<file path="src/rtl/smg_rx_decoder.sv">
// Receive-side decoder for a 74HC595-style serial seven-segment link.
// Oversamples ds_data/ds_shcp/ds_stcp in the clk domain, shifts in 16-bit
// frames and decodes each latched frame into digit index, hex value and dp.
module smg_rx_decoder #(
  parameter bit SEG_ACTIVE_LOW = 1'b1,
  parameter bit SEL_ACTIVE_LOW = 1'b1
) (
  input  logic       clk,
  input  logic       rst,
  input  logic       ds_data,
  input  logic       ds_shcp,
  input  logic       ds_stcp,
  output logic [2:0] smg_no,
  output logic [3:0] smg_data,
  output logic       smg_dp,
  output logic       smg_blank,
  output logic       smg_valid,
  output logic       frame_err,
  output logic [7:0] seg_raw,
  output logic [7:0] sel_raw,
  output logic [7:0] frame_cnt
);

  logic       data_s1_q, data_s2_q;
  logic       shcp_s1_q, shcp_s2_q, shcp_s3_q;
  logic       stcp_s1_q, stcp_s2_q, stcp_s3_q;
  logic       shcp_rise, stcp_rise;

  logic [15:0] sr_q, sr_d;
  logic [4:0]  bitcnt_q, bitcnt_d;

  logic [2:0] no_q, no_d;
  logic [3:0] data_q, data_d;
  logic       dp_q, dp_d;
  logic       blank_q, blank_d;
  logic       valid_q, valid_d;
  logic       err_q, err_d;
  logic [7:0] seg_raw_q, seg_raw_d;
  logic [7:0] sel_raw_q, sel_raw_d;
  logic [7:0] cnt_q, cnt_d;

  logic [7:0] seg_n;
  logic [7:0] sel_act;
  logic [3:0] hex_val;
  logic       seg_blank;
  logic       seg_err;
  logic [3:0] sel_ones;
  logic [2:0] sel_idx;
  logic       sel_err;

  assign shcp_rise = shcp_s2_q & ~shcp_s3_q;
  assign stcp_rise = stcp_s2_q & ~stcp_s3_q;

  // Two-flop synchronizers plus a history flop for edge detection.
  always_ff @(posedge clk) begin
    if (rst) begin
      data_s1_q <= 1'b0;
      data_s2_q <= 1'b0;
      shcp_s1_q <= 1'b0;
      shcp_s2_q <= 1'b0;
      shcp_s3_q <= 1'b0;
      stcp_s1_q <= 1'b0;
      stcp_s2_q <= 1'b0;
      stcp_s3_q <= 1'b0;
    end else begin
      data_s1_q <= ds_data;
      data_s2_q <= data_s1_q;
      shcp_s1_q <= ds_shcp;
      shcp_s2_q <= shcp_s1_q;
      shcp_s3_q <= shcp_s2_q;
      stcp_s1_q <= ds_stcp;
      stcp_s2_q <= stcp_s1_q;
      stcp_s3_q <= stcp_s2_q;
    end
  end

  // Decode the current shift register contents as a candidate frame.
  always_comb begin
    seg_n     = SEG_ACTIVE_LOW ? sr_q[15:8] : ~sr_q[15:8];
    sel_act   = SEL_ACTIVE_LOW ? ~sr_q[7:0] : sr_q[7:0];
    hex_val   = '0;
    seg_blank = 1'b0;
    seg_err   = 1'b0;
    case (seg_n[6:0])
      7'h40: hex_val = 4'h0;
      7'h79: hex_val = 4'h1;
      7'h24: hex_val = 4'h2;
      7'h30: hex_val = 4'h3;
      7'h19: hex_val = 4'h4;
      7'h12: hex_val = 4'h5;
      7'h02: hex_val = 4'h6;
      7'h78: hex_val = 4'h7;
      7'h00: hex_val = 4'h8;
      7'h10: hex_val = 4'h9;
      7'h08: hex_val = 4'hA;
      7'h03: hex_val = 4'hB;
      7'h46: hex_val = 4'hC;
      7'h21: hex_val = 4'hD;
      7'h06: hex_val = 4'hE;
      7'h0E: hex_val = 4'hF;
      7'h7F: seg_blank = 1'b1;
      default: seg_err = 1'b1;
    endcase
    sel_ones = '0;
    sel_idx  = '0;
    for (int unsigned i = 0; i < 8; i++) begin
      if (sel_act[i]) begin
        sel_ones = sel_ones + 4'd1;
        sel_idx  = 3'(i);
      end
    end
    sel_err = (sel_ones != 4'd1);
  end

  // Next-state for shift register, bit counter and latched outputs.
  // On a coincident shcp/stcp rise the latch sees the pre-shift sr and the
  // new bit is counted as the first bit of the following frame.
  always_comb begin
    sr_d      = sr_q;
    bitcnt_d  = bitcnt_q;
    no_d      = no_q;
    data_d    = data_q;
    dp_d      = dp_q;
    blank_d   = blank_q;
    valid_d   = 1'b0;
    err_d     = err_q;
    seg_raw_d = seg_raw_q;
    sel_raw_d = sel_raw_q;
    cnt_d     = cnt_q;
    if (shcp_rise) begin
      sr_d = {sr_q[14:0], data_s2_q};
      if (bitcnt_q != 5'd31) bitcnt_d = bitcnt_q + 5'd1;
    end
    if (stcp_rise) begin
      bitcnt_d  = shcp_rise ? 5'd1 : 5'd0;
      seg_raw_d = sr_q[15:8];
      sel_raw_d = sr_q[7:0];
      cnt_d     = cnt_q + 8'd1;
      valid_d   = 1'b1;
      err_d     = (bitcnt_q != 5'd16) | sel_err | seg_err;
      if (!((bitcnt_q != 5'd16) | sel_err | seg_err)) begin
        no_d    = sel_idx;
        dp_d    = ~seg_n[7];
        blank_d = seg_blank;
        if (!seg_blank) data_d = hex_val;
      end
    end
  end

  // State and output registers.
  always_ff @(posedge clk) begin
    if (rst) begin
      sr_q      <= '0;
      bitcnt_q  <= '0;
      no_q      <= '0;
      data_q    <= '0;
      dp_q      <= 1'b0;
      blank_q   <= 1'b0;
      valid_q   <= 1'b0;
      err_q     <= 1'b0;
      seg_raw_q <= '0;
      sel_raw_q <= '0;
      cnt_q     <= '0;
    end else begin
      sr_q      <= sr_d;
      bitcnt_q  <= bitcnt_d;
      no_q      <= no_d;
      data_q    <= data_d;
      dp_q      <= dp_d;
      blank_q   <= blank_d;
      valid_q   <= valid_d;
      err_q     <= err_d;
      seg_raw_q <= seg_raw_d;
      sel_raw_q <= sel_raw_d;
      cnt_q     <= cnt_d;
    end
  end

  assign smg_no    = no_q;
  assign smg_data  = data_q;
  assign smg_dp    = dp_q;
  assign smg_blank = blank_q;
  assign smg_valid = valid_q;
  assign frame_err = err_q;
  assign seg_raw   = seg_raw_q;
  assign sel_raw   = sel_raw_q;
  assign frame_cnt = cnt_q;

endmodule

</file>
<file path="config.mk">
export PLATFORM = sky130hd
export DESIGN_NAME = smg_rx_decoder
export DESIGN_NICKNAME = d
export VERILOG_FILES = /design/src/rtl/smg_rx_decoder.sv
export SDC_FILE = /design/constraint.sdc
export NUM_CORES = 1
export LEC_CHECK = 0
export BUFFER_PORTS_ARGS = -buffer_cell sky130_fd_sc_hd__clkbuf_2
export CORE_MARGIN = 4
export CORE_UTILIZATION = 54
export DETAILED_ROUTE_END_ITERATION = 8
export HOLD_SLACK_MARGIN = 0.06
export PLACE_DENSITY = 0.85
export SETUP_SLACK_MARGIN = 0.2
export SLEW_MARGIN = 20
export SYNTH_ARGS = -nofsm -noshare
export SYNTH_HDL_FRONTEND = slang
export SYNTH_SLANG_ARGS = --single-unit
</file>
<file path="constraint.sdc">
create_clock -name clk -period 6.6 [get_ports clk]
set_input_delay 0.99 -clock clk [delete_from_list [all_inputs] [get_ports clk]]
set_output_delay 0.99 -clock clk [all_outputs]
set_load 0.02 [all_outputs]
</file>
=== Word-level counts from Yosys, hierarchy flattened ===
Cells that the tools add are included.

* Add/subtract/negate cells: 9
* Multiply operators: 0
* Div/mod/pow operators: 0
* Order comparisons: 0
* Eq/ne operators: 19
* Shift-type cells: 0
* Multiplexer cells: 23
* Bitwise logic cells: 10
* Reduce and logical (&&, ||, !) cells: 7

{| class="wikitable"
|+ Operators by type and width
! cell !! count
|-
| one-hot mux 4 bit (15 select lines) || 1
|-
| equality test 7 bit (second input constant) || 5
|-
| adder 4 x 1 -> 4 bit (second input constant) || 7
|-
| 2-to-1 mux 4 bit || 7
|-
| equality test 7 x 5 -> 1 bit (second input constant) || 3
|-
| equality test 7 x 6 -> 1 bit (second input constant) || 3
|-
| 2-to-1 mux 3 bit || 6
|-
| OR reduction 17 bit || 1
|-
| 2-to-1 mux 5 bit || 3
|-
| equality test 7 x 2 -> 1 bit (second input constant) || 2
|-
| equality test 7 x 4 -> 1 bit (second input constant) || 2
|-
| != test 5 bit (second input constant) || 2
|-
| adder 8 x 1 -> 8 bit (second input constant) || 1
|-
| inverter 8 bit || 1
|-
| equality test 7 x 3 -> 1 bit (second input constant) || 1
|-
| zero test 7 bit || 1
|-
| 2-to-1 mux 1 bit || 6
|-
| adder 5 x 1 -> 5 bit (second input constant) || 1
|-
| inverter 1 bit || 5
|-
| != test 4 x 1 -> 1 bit (second input constant) || 1
|-
| AND reduction 2 bit || 2
|-
| nonzero test 2 bit || 2
|-
| AND reduction 3 bit || 1
|-
| AND 1 bit || 2
|-
| OR 1 bit || 2
|}

* Register bits after elaboration: 64
* Latch bits: 0
* RAM bits: 0
* Memory bits (read-only): 0
* Bits of input ports: 5
* Output and inout bits: 35
* Memories: 0

=== Depth between registers and ports, before layout ===
* Depth after elaboration: 21
* Depth in mapped cells: 23
* Depth with buffers taken out: 21

=== Worst setup path after synthesis ===
No wires, ideal clock.

* Kind: register -> register
* From: register sr_q[0]
* To: register blank_q, in the netlist smg_blank
* Arrival: 4.500 ns
* Required time: 6.479 ns
* Slack: 1.979 ns
* Cell stages (with the launch flop): 23
* Period minus slack after synthesis: 4.621 ns
* Cells stage by stage: dfxtp_1 -> inv_1 -> ha_1 -> xnor2_1 -> ha_1 -> nor2_1 -> a31oi_1 -> ha_1 -> nand2b_1 -> nand2_1 -> ha_1 -> nor2_1 -> a31oi_4 -> ha_1 -> mux2_2 -> ha_1 -> or2_2 -> a221oi_2 -> or3_1 -> buf_2 -> and3_1 -> buf_6 -> mux2_4

* Word-level cells in the longest chain between the ends: 21

{| class="wikitable"
|+ RTL lines
! what !! RTL line !! RTL
|-
| start: declaration || 29 || <nowiki>logic [15:0] sr_q, sr_d;</nowiki>
|-
| start signal: assignment || 165 || <nowiki>sr_q <= sr_d;</nowiki>
|-
| inverter 8 bit (*) || 80 || <nowiki>sel_act = SEL_ACTIVE_LOW ? ~sr_q[7:0] : sr_q[7:0];</nowiki>
|-
| 2-to-1 mux 1 bit (*) || 107 || <nowiki>if (sel_act[i]) begin</nowiki>
|-
| adder 4 x 1 -> 4 bit || 108 || <nowiki>sel_ones = sel_ones + 4'd1;</nowiki>
|-
| 2-to-1 mux 4 bit (*) || 107 ||
|-
| adder 4 x 1 -> 4 bit || 108 ||
|-
| 2-to-1 mux 4 bit (*) || 107 ||
|-
| adder 4 x 1 -> 4 bit || 108 ||
|-
| 2-to-1 mux 4 bit (*) || 107 ||
|-
| (+4 left out) || n/a ||
|-
| adder 4 x 1 -> 4 bit || 108 ||
|-
| 2-to-1 mux 4 bit (*) || 107 ||
|-
| adder 4 x 1 -> 4 bit || 108 ||
|-
| 2-to-1 mux 4 bit (*) || 107 ||
|-
| != test 4 x 1 -> 1 bit (*) || 112 || <nowiki>sel_err = (sel_ones != 4'd1);</nowiki>
|-
| OR 1 bit (*) (2 in a row) || 141 || <nowiki>if (!((bitcnt_q != 5'd16) | sel_err | seg_err)) begin</nowiki>
|-
| inverter 1 bit (no line) (*) || n/a ||
|-
| AND reduction 2 bit (no line) (*) || n/a ||
|-
| end signal: assignment || 170 || <nowiki>blank_q <= blank_d;</nowiki>
|-
| end: declaration || 35 || <nowiki>logic blank_q, blank_d;</nowiki>
|}

Mark *: on every way between the ends. The rest lies on a longest branch, timed or not.
A chain may end at the register's enable or synchronous reset.

=== Worst setup path in the final report ===
Ends and elaborated chain as after synthesis.

==> summary.txt <==
Yosys
  • Yosys reg bits: 64
  • Post-synthesis cell type count: 57
  • Yosys Warn Count: 0
  • EDFF count, synth: 0
  • Top FF cell, synth: dfxtp_1
  • Share of the synthesized area in the top cell type: 40.1%
  • Ys async rst share: 0%
  • Average size of a mapped cell: 8.85 um2
  • Synth area leaders: dfxtp_1 (40%), nand2_1 (6.2%), a22o_1 (4.7%), ha_1 (4.3%), a21oi_1 (4.1%)
  • Commonest cells post-synth: dfxtp_1 (64), nand2_1 (53), a21oi_1 (26), nor2_1 (24), clkbuf_1 (19)
  • Mapped Area: 3190 um2
  • Largest area contributor in the netlist: dfxtp_1
  • Sequential element share of the synthesized area: approximately 40%
  • Cells after Synth: approximately 360
  • Most common cell in the netlist: dfxtp_1
  • Syn_nets: about 380

Timing
  • Slew HR: approximately 31%
  • Final setup skew: approximately 0.0055 ns
  • Fin crit period: 5.20 ns
  • Tightest Pin Transition: a little over 1 ns
  • Final Hold Vio Count: 0
  • RSZ-0062 raised after global routing: no
  • Total Neg Setup Slack: 0 ns
  • Final worst-path cycle share: around four fifths
  • Max Transition Viols Final: 0
  • # setup viols final: 0
  • Hold Slack: 0.434 ns
  • FMAX: between 150 and 200 MHz

CTS
  • Clock Sinks: 64
  • Clk slew on worst S/H paths: roughly 0.07 ns
  • Setup Buffers After CTS: 0
  • Post_cts resized: 0
  • Num CTS Buffers: 9
  • CTS tree: done
  • Clock Path Buffers: 2
  • Htree depth: 3
  • CTS root buf: clkbuf_8
  • Hold_buf cts: 0
  • Clock insertion delay at the later pin of the skew report: 0.34 ns

Worst setup path
  • Kind of critical path: reg2reg
  • Setup crit start kind: flip-flop
  • Critical path arrival: around 5.4 ns
  • Worst path required time: 6.83 ns
  • Maximum fanout along the worst path: 10
  • Crit end category: flip-flop

Cells and area
  • Layout cells sized above 1: 19.0%
  • Fin cells: between 400 and 500
  • Utilization after layout: ~64%
  • Final Cell Area: between 3000 and 4000 um2
  • Layout net count: 401
  • Filler Cells Inserted: ~480
  • Area grow syn2layout: 11.6%
  • Number of diodes: 0

Power
  • Worst vdd ir: ~0.12 mV
  • Pwr dens: between 200 and 250 nW/um2
  • Leakage: 1.41 nW

GRT
  • Global-route wire length before repair: around 12 mm
  • Vias in the first global route: ~2500
  • Gr ovfl total: 0
  • Largest net degree at the start of global routing: 47
  • Gr usage total: roughly 20%
  • Antenna violations before repair: 0

Floorplan
  • Initial Utilization: between 50 and 60%
  • Top Ports: 40
  • Die X-Extent: 84.9 um
  • # rows: 27
  • Core box area: between 5000 and 6000 um2
  • Die Y: about 85 um
  • Die footprint: just over 7000 um2

Hold path
  • Worst min path class: reg2reg

Routing
  • DRC violations left: 0
  • Pre-Repair DR Iteration Count: 5
  • Vias/cell: between 5 and 6
  • Via count: roughly 2600
  • DRT iter0 DRCs: ~220
  • Mean routed wirelength per cell: about 14 um
  • Antenna-violating nets left: 0
  • Total Wirelength: ~6.7 mm

Placement
  • Placed cell area: about 3400 um2
  • Buffers added on ports: 39
  • Post-DP HPWL: 4.63 mm
  • Post-Place Cells: about 450
  • Routability cong.: 0.862

Status
  • Outcome: completed

Job
  • Max Cap Viol: 0
[kinds of logic after synthesis]
| group | synth area share, % |
|---|---|
| adders and majority gates | 4.31 |
| and+or+nand+nor | 21.2 |
| buffers and inverters | 4.98 |
| DFF | 40.1 |
| xor gates and xnor gates | 7.01 |
| AOI/OAI and AO/OA | 20.4 |
| muxes | 2.00 |
[flip-flops by register name, indices dropped and copies added (netlist names)]
register,flops
sr_q,16
data_s2_q,1
stcp_s1_q,1
stcp_s3_q,1
shcp_s2_q,1
smg_no,3
smg_data,4
frame_cnt,8
data_s1_q,1
stcp_s2_q,1
shcp_s3_q,1
bitcnt_q,5
frame_err,1
smg_valid,1
sel_raw,8
shcp_s1_q,1
seg_raw,8
smg_dp,1
smg_blank,1
[path summary, 6_finish.rpt]
kind              cells after the start  slack [ns]        end       from
setup reg to reg                     20        1.40  smg_blank    sr_q[0]
setup / recovery                     20        1.40  smg_blank    sr_q[0]
hold reg to reg                       1        0.43  stcp_s2_q  stcp_s1_q
hold / removal                        1        0.43  stcp_s2_q  stcp_s1_q
[metrics by stage]
stage | worst slack [ns] | power [mW]
6_report | 1.40 | 0.756
5_1_grt | 0.999 | 0.786
4_1_cts | 1.40 | 0.766
3_5_place_dp | 1.45 | 0.432
3_3_place_gp | 1.65 | 0.430
2_1_floorplan | 1.98 | 0.424
[layout make-up]
cell class | count | area, um2 | area share (%)
multi-input combinational | 261 | 1750 | 49.2
tap | 72 | 90.1 | 2.53
sequential | 64 | 1280 | 36.0
inverter | 8 | 30.0 | 0.843
clock inverter | 5 | 56.3 | 1.58
clock buffer | 11 | 141 | 3.97
timing repair buffer | 41 | 210 | 5.90
[placed cells by master, fill, tap and decap left out, types with 2 or more instances in the layout]
| cell type | count |
|---|---|
| dfxtp_1 | 64 |
| nand2_1 | 53 |
| clkbuf_2 | 39 |
| a21oi_1 | 26 |
| nor2_1 | 24 |
| nor2b_1 | 17 |
| a22o_1 | 17 |
| o21ai_0 | 11 |
| ha_1 | 11 |
| clkbuf_8 | 10 |
| inv_1 | 8 |
| xor2_1 | 7 |
| xnor2_1 | 6 |
| nor3_1 | 6 |
| nand4_1 | 6 |
| a41oi_1 | 6 |
| or3_1 | 5 |
| a31oi_1 | 4 |
| and3_1 | 4 |
| a211oi_1 | 4 |
| nand2b_1 | 3 |
| mux2_2 | 3 |
| or2_2 | 3 |
| a221oi_1 | 3 |
| nor4b_1 | 3 |
| o31ai_1 | 3 |
| xnor3_1 | 2 |
| or2_1 | 2 |
| nor3b_1 | 2 |
| nand3_1 | 2 |
| a211oi_2 | 2 |
| o21a_1 | 2 |
| mux2_4 | 2 |
| a21boi_0 | 2 |
| clkinv_2 | 2 |
| buf_4 | 2 |
[layer usage]
| layer | global-route usage, % | wire (um) | vias to the layer above |
|---|---|---|---|
| met1 | 24.8 | 2940 | 1184 |
| met4 | 10.9 | 204 | 0 |
| met2 | 30.1 | 2980 | 107 |
| met5 | 0 | 0 | - |
| li1 | - | - | 1331 |
| met3 | 5.83 | 551 | 19 |
[report_power, final]
part / internal [mW] / switching, mW / total (mW)
Sequential: 0.390 / 0.00197 / 0.391
Combinational: 0.0111 / 0.0198 / 0.0310
Clock: 0.184 / 0.149 / 0.333
Total: 0.585 / 0.171 / 0.756
[worst max-delay path, stage by stage (launching register included)]
cell and delay [ns]:
dfxtp_1 0.40, inv_1 0.06, ha_1 0.37, xnor2_1 0.30, ha_1 0.33, nor2_1 0.10, a31oi_1 0.06, ha_1 0.31
nand2b_1 0.16, nand2_1 0.08, ha_1 0.26, nor2_1 0.18, a31oi_4 0.07, ha_1 0.35, mux2_2 0.28, ha_1 0.26
or2_2 0.28, a221oi_2 0.17, or3_1 0.26, and3_1 0.48, mux2_4 0.34
(Power assumes the default switching activity.)
